File: src/rtl/reg_file_ctrl.sv
// -----------------------------------------------------------------------------
// reg_file_ctrl
//
// Purpose:
//   Owns the register file write port and read port 1. It arbitrates the write
//   port between three sources:
//     * a post-reset clear sequencer that writes CLEAR_VALUE into R0..R30,
//     * the pipeline write-back stage (combinational pass-through),
//     * a debug access port using a 4-phase req/ack handshake.
//   While the controller owns the register file it raises cpu_hold to freeze
//   the pipeline.
//
// Configuration macro:
//   RF_CLEAR_EN - defined: reset enters the CLEAR sequence (R0..R30 zeroed,
//                 cpu_hold and clear_busy high while clearing).
//                 undefined: reset goes straight to IDLE, clear_busy is tied
//                 low and cpu_hold resets low.
//
// Parameters:
//   HOLD_CYCLES  cycles of cpu_hold before a debug access so in-flight
//                exec/mem/wb writes retire (legal range 1..7)
//   CLEAR_VALUE  value written to every cleared register
//
// Ports:
//   clk, rst                 clock (rising edge), async active-high reset
//   wb_we/wb_wa/wb_wd        write-back stage write request
//   dec_ra1                  decode-stage read address 1
//   dbg_req/dbg_we/dbg_addr/dbg_wdata   debug request and its payload
//   dbg_ack/dbg_rdata        debug acknowledge and read data
//   rf_rd1                   reg_file read data 1
//   rf_ra1                   reg_file read address 1
//   rf_we/rf_wa/rf_wd        reg_file write port
//   cpu_hold                 pipeline hold request
//   clear_busy               clear sequence in progress
//   err_wb_drop              sticky flag: a write-back write was dropped
// -----------------------------------------------------------------------------

`default_nettype none

module reg_file_ctrl #(
    parameter int          HOLD_CYCLES = 3,
    parameter logic [31:0] CLEAR_VALUE = 32'd0
) (
    input  logic        clk,
    input  logic        rst,

    input  logic        wb_we,
    input  logic [4:0]  wb_wa,
    input  logic [31:0] wb_wd,

    input  logic [4:0]  dec_ra1,

    input  logic        dbg_req,
    input  logic        dbg_we,
    input  logic [4:0]  dbg_addr,
    input  logic [31:0] dbg_wdata,
    output logic        dbg_ack,
    output logic [31:0] dbg_rdata,

    input  logic [31:0] rf_rd1,
    output logic [4:0]  rf_ra1,
    output logic        rf_we,
    output logic [4:0]  rf_wa,
    output logic [31:0] rf_wd,

    output logic        cpu_hold,
    output logic        clear_busy,
    output logic        err_wb_drop
);

    // -------------------------------------------------------------------------
    // Debug handshake (4-phase):
    //   1. requester raises dbg_req with dbg_we/dbg_addr/dbg_wdata valid;
    //      the payload is captured on the first IDLE cycle that sees dbg_req,
    //      so the requester may change it afterwards;
    //   2. controller raises dbg_ack once the access is done (dbg_rdata is
    //      valid while dbg_ack=1 for reads);
    //   3. requester drops dbg_req;
    //   4. controller drops dbg_ack on the following cycle and returns to IDLE.
    //   A request seen while clearing stays pending until IDLE.
    // -------------------------------------------------------------------------

    typedef enum logic [2:0] {
        ST_CLEAR  = 3'd0,
        ST_IDLE   = 3'd1,
        ST_DRAIN  = 3'd2,
        ST_ACCESS = 3'd3,
        ST_ACK    = 3'd4
    } state_t;

`ifdef RF_CLEAR_EN
    localparam state_t RESET_STATE = ST_CLEAR;
`else
    localparam state_t RESET_STATE = ST_IDLE;
`endif

    localparam logic [4:0] LAST_CLEAR_ADDR = 5'd30;
    localparam logic [4:0] ZERO_REG_ADDR   = 5'd31;
    // DRAIN is entered with HOLD_CYCLES-1 and leaves when the count is 0,
    // giving exactly HOLD_CYCLES drain cycles.
    localparam logic [4:0] HOLD_LOAD       = 5'(HOLD_CYCLES - 1);

    // FSM state is kept in a named signal so checkers can bind to it.
    state_t      state;
    state_t      state_next;

    // Shared counter: clear address in CLEAR, drain down-counter in DRAIN.
    logic [4:0]  cnt;
    logic [4:0]  cnt_next;

    // Captured debug request payload.
    logic        cap_we;
    logic [4:0]  cap_addr;
    logic [31:0] cap_wdata;

    // Single-cycle strobes from the combinational block.
    logic        dbg_capture;
    logic        rd_capture;
    logic        wb_drop;

    // -------------------------------------------------------------------------
    // State and counter registers
    // -------------------------------------------------------------------------
    always_ff @(posedge clk or posedge rst) begin
        if (rst) begin
            state <= RESET_STATE;
            cnt   <= 5'd0;
        end else begin
            state <= state_next;
            cnt   <= cnt_next;
        end
    end

    // -------------------------------------------------------------------------
    // Next-state and output decode
    // -------------------------------------------------------------------------
    always_comb begin
        state_next  = state;
        cnt_next    = cnt;
        rf_we       = 1'b0;
        rf_wa       = wb_wa;
        rf_wd       = wb_wd;
        rf_ra1      = dec_ra1;
        cpu_hold    = 1'b1;
        dbg_ack     = 1'b0;
        dbg_capture = 1'b0;
        rd_capture  = 1'b0;
        wb_drop     = 1'b0;

        case (state)
            ST_CLEAR: begin
                // The clear write owns the port; a concurrent wb write is lost.
                rf_we    = 1'b1;
                rf_wa    = cnt;
                rf_wd    = CLEAR_VALUE;
                wb_drop  = wb_we;
                if (cnt == LAST_CLEAR_ADDR) begin
                    state_next = ST_IDLE;
                    cnt_next   = 5'd0;
                end else begin
                    cnt_next   = cnt + 5'd1;
                end
            end

            ST_IDLE: begin
                cpu_hold = 1'b0;
                rf_we    = wb_we;
                if (dbg_req) begin
                    dbg_capture = 1'b1;
                    cnt_next    = HOLD_LOAD;
                    state_next  = ST_DRAIN;
                end
            end

            ST_DRAIN: begin
                // Writes already in flight in the pipeline still retire here.
                rf_we = wb_we;
                if (cnt == 5'd0) begin
                    state_next = ST_ACCESS;
                end else begin
                    cnt_next   = cnt - 5'd1;
                end
            end

            ST_ACCESS: begin
                wb_drop = wb_we;
                if (cap_we) begin
                    // R31 is the hardwired zero register: never write it.
                    rf_we = (cap_addr != ZERO_REG_ADDR);
                    rf_wa = cap_addr;
                    rf_wd = cap_wdata;
                end else begin
                    rf_ra1     = cap_addr;
                    rd_capture = 1'b1;
                end
                state_next = ST_ACK;
            end

            ST_ACK: begin
                dbg_ack = 1'b1;
                if (!dbg_req) begin
                    state_next = ST_IDLE;
                end
            end

            default: begin
                state_next = RESET_STATE;
                cnt_next   = 5'd0;
            end
        endcase
    end

`ifdef RF_CLEAR_EN
    assign clear_busy = (state == ST_CLEAR);
`else
    assign clear_busy = 1'b0;
`endif

    // -------------------------------------------------------------------------
    // Debug payload capture
    // -------------------------------------------------------------------------
    always_ff @(posedge clk or posedge rst) begin
        if (rst) begin
            cap_we    <= 1'b0;
            cap_addr  <= 5'd0;
            cap_wdata <= 32'd0;
        end else if (dbg_capture) begin
            cap_we    <= dbg_we;
            cap_addr  <= dbg_addr;
            cap_wdata <= dbg_wdata;
        end
    end

    // -------------------------------------------------------------------------
    // Debug read data: loaded only by a debug read, held otherwise
    // -------------------------------------------------------------------------
    always_ff @(posedge clk or posedge rst) begin
        if (rst) begin
            dbg_rdata <= 32'd0;
        end else if (rd_capture) begin
            dbg_rdata <= rf_rd1;
        end
    end

    // -------------------------------------------------------------------------
    // Sticky dropped-write flag, cleared only by reset
    // -------------------------------------------------------------------------
    always_ff @(posedge clk or posedge rst) begin
        if (rst) begin
            err_wb_drop <= 1'b0;
        end else if (wb_drop) begin
            err_wb_drop <= 1'b1;
        end
    end

endmodule

`default_nettype wire

File: config.mk
export PLATFORM = sky130hd
export DESIGN_NAME = reg_file_ctrl
export DESIGN_NICKNAME = d
export VERILOG_FILES = /design/src/rtl/reg_file_ctrl.sv
export SDC_FILE = /design/constraint.sdc
export NUM_CORES = 1
export LEC_CHECK = 0
export ABC_AREA = 0
export CORE_MARGIN = 5
export CORE_UTILIZATION = 35
export DETAILED_ROUTE_END_ITERATION = 8
export GPL_ROUTABILITY_DRIVEN = 0
export PLACE_DENSITY = 0.68
export SYNTH_ARGS = -nofsm -noshare
export SYNTH_HDL_FRONTEND = slang
export SYNTH_SLANG_ARGS = --single-unit
File: constraint.sdc
create_clock -name clk -period 6.3 [get_ports clk]
set_clock_uncertainty 0.1 [all_clocks]
set_input_delay 0.945 -clock clk [delete_from_list [all_inputs] [get_ports clk]]
set_output_delay 0.945 -clock clk [all_outputs]
set_load 0.05 [all_outputs]
==> impl_metrics.csv <==
group,metric,value,unit
timing,max_slew_margin,0.2622,
clock_network,postCtsSetupBuffers,0,
route,vias,3206,
synth,ys_ff_latch,79,
flow_run,maxCapViolations,0,
placed_design,hpwlAfterDp,8602,um
clock_network,clk_pin_slew,0.08,ns
worst_setup_path,rrSetupSlack,3.87,ns
route,first_pass_iters,5,
floorplan,fp.dieW,115.5,um
worst_setup_path,worstSetupPathType,"reg2out",
clock_network,postCtsResizedCells,0,
synth,syn_nets,417,
synth,ys_types,49,
synth,postSynthCellCount,297,
worst_setup_path,start_kind,"flop",
synth,ys_async_sr_fraction,1.000,
worst_setup_path,cp.buffers_inverters,2,
synth,seq_area_frac_synth,0.5080,
floorplan,row_count,38,
worst_setup_path,crit_fanout,37,
route,totalWireLength,11660,um
worst_setup_path,path_cells,"nor2_1, o21ai_4, a222oi_1, inv_1, clkdlybuf4s50_1",
layout,area_growth,56.49,%
floorplan,die_y,115.5,um
synth,yosysWarnings,0,
clock_network,numClockSinks,79,
worst_hold_path,worstHoldPathCells,1,
layout,multi_input_area,1713,um^2
route,viasPerCell,5.121,
floorplan,io_pins,195,
timing,setup_violations,0,
route,drt_iter0_markers,192,
layout,drive_gt1_frac,0.2078,
floorplan,die_area,13330,um^2
layout,final_area,6093,um^2
worst_setup_path,crit_path_start,"state[1]",
worst_setup_path,reg2reg_to,"cap_wdata[1]",
worst_setup_path,critical-path-max-stage-delay,0.81,ns
layout,area.sequential,1978,um^2
route,ant_nets,0,
route,detail_route.wl_per_cell,18.63,um
synth,syn-cell-area,3894,um^2
worst_setup_path,crit_arrival,3.23,ns
layout,fin_util,0.5596,
worst_setup_path,rr_startpoint,"state[1]",
clock_network,htree_levels,3,
synth,synth_edf_count,0,
worst_hold_path,hold_path.class,"reg2reg",
floorplan,initial_core_util,0.3576,
layout,num-fill-cells,932,
power,sw_frac_of_total,0.4781,
global_route,grt_max_degree,80,
placed_design,placed_cell_area,5867,um^2
worst_setup_path,r2r_cells,3,
route,drc,0,
placed_design,port-buffer-count,193,
power,combPwrFrac,0.610,
layout,nNetsFinal,602,
layout,n_antenna_cell,0,
layout,final_cell_mix,"clkdlybuf4s50_1, dfrtp_1, mux2_2",
floorplan,core,10890,um^2
timing,tns,0,ns
power,powerDensity,595.7,nW/um^2
timing,hold_ws,0.3913,ns
layout,layout_commonest_cell,"clkdlybuf4s50_1",
timing,grt_setup_unrepaired,"false",
worst_setup_path,critPathSlowestCell,"o21ai_4",
worst_hold_path,min_from,"dbg_rdata[19]",
global_route,gr-usage-all-layers,0.1740,
layout,instances_no_fill,626,
clock_network,clock-root-buffer,"clkbuf_8",
clock_network,cts_tree,"built",
worst_setup_path,critPathCaptureType,"output port",
power,netSwitchingPower,1.735,mW
timing,worst-slew-pin-transition,1.104,ns
global_route,first_global_vias,3522,
clock_network,cts_buffers,9,
timing,period_share,0.6789,
clock_network,ctsHoldBuffers,0,
timing,finalHoldViolCount,0,
status,status,"completed",
global_route,grt_pass1_wl,18070,um
clock_network,clock_latency,0.34,ns
worst_setup_path,worst_ep_required_time,5.25,ns
placed_design,dp.cells,611,
global_route,grt_overflow,0,
clock_network,clock_path_buffers,2,
timing,drv_slew,0,
timing,fmax,0.2338,GHz
synth,ys.flop_type,"dfrtp_1",
power,p_seq_frac,0.268,
power,power_leakage,2.527,nW
synth,syn_area_per_cell,13.11,um^2
worst_hold_path,hold_end,"dbg_rdata[19]",
timing,min_period,4.277,ns
worst_setup_path,cp_top_family,"compound AO/OA/AOI/OAI gates",
power,p_int,1.894,mW
power,clock_power_share,0.122,
global_route,antenna_found_initial,0,
power,vdd_drop_max,0.3605,mV
[power by group through the flow]
stage                     Sequential, mW  Clock (mW)  Combinational [mW]
after floorplan                     1.25           0                1.25
after global placement             0.972           0                2.20
after detailed placement           0.983           0                2.23
after CTS                          0.974       0.459                2.24
after global routing                1.01       0.482                2.33
final                              0.973       0.443                2.21
[logic make-up after synthesis]
logic type	after synthesis	synth area share
other cells	1	0.0009631
mux	75	0.2169
compound gates	68	0.1462
fa+ha+maj	4	0.01285
simple gates	36	0.05945
buf+inv	34	0.05559
flops	79	0.5080
[state kept, by name, indices dropped and copies added (netlist names)]
signal and flops:
cap_addr 5, cap_wdata 32, cap_we 1, cnt 5
dbg_rdata 32, err_wb_drop 1, state 3
[layout make-up]
class | instances | share of cell area
inverters | 12 | 0.007598
repair buffers | 196 | 0.3207
clock inverters | 4 | 0.01561
flip-flops and latches | 79 | 0.3246
well taps | 140 | 0.02875
multi-input cells | 184 | 0.2811
clock buffers | 11 | 0.02156
[Yosys cell counts, types with 5 or more instances]
library cell  count  area, um^2
inv_1            12       45.04
o21ai_0           5       25.02
mux2_1            7       78.83
a222oi_1          5       50.05
a21oi_1           6       30.03
buf_6             9       101.4
a22o_1           33       289.0
buf_2             8       40.04
nor2_1            6       22.52
mux2_2           68       765.7
dfrtp_1          78        1952
nand2_1           6       22.52
[metrics by stage]
step / setup slack (ns) / power [mW]
global placement: 2.467 / 3.172
detailed placement: 2.377 / 3.209
CTS: 1.979 / 3.671
floorplan: 3.233 / 2.501
finish: 2.023 / 3.630
global route: 1.795 / 3.822
[worst reg2reg max path, stage by stage (launching register included)]
cell and delay (ns):
dfrtp_1 0.61, nand2b_1 0.31, nor2_4 0.84, mux2_2 0.46
[metal layers]
metal  track usage  routed length [um]  part of all wire  up-vias
met3       0.07102                1223              0.10       18
met4       0.05556                 174             0.015        0
met2        0.2967                5914              0.51      151
met5             0                   0                 0        -
met1        0.1997                4350              0.37     1561
li1              -                   -                 -     1476
[how the worst max path moves through the flow]
stage                     cells after the start           to  slack (ns)
after floorplan                               1  cap_addr[0]        3.23
after global placement                        5     rf_wa[3]        2.47
after detailed placement                      5     rf_wa[2]        2.38
after CTS                                     5     rf_wa[2]        1.98
after global routing                          5     rf_wa[3]        1.79
final                                         5     rf_wa[2]        2.02
Power figures use the tool's default switching activity.
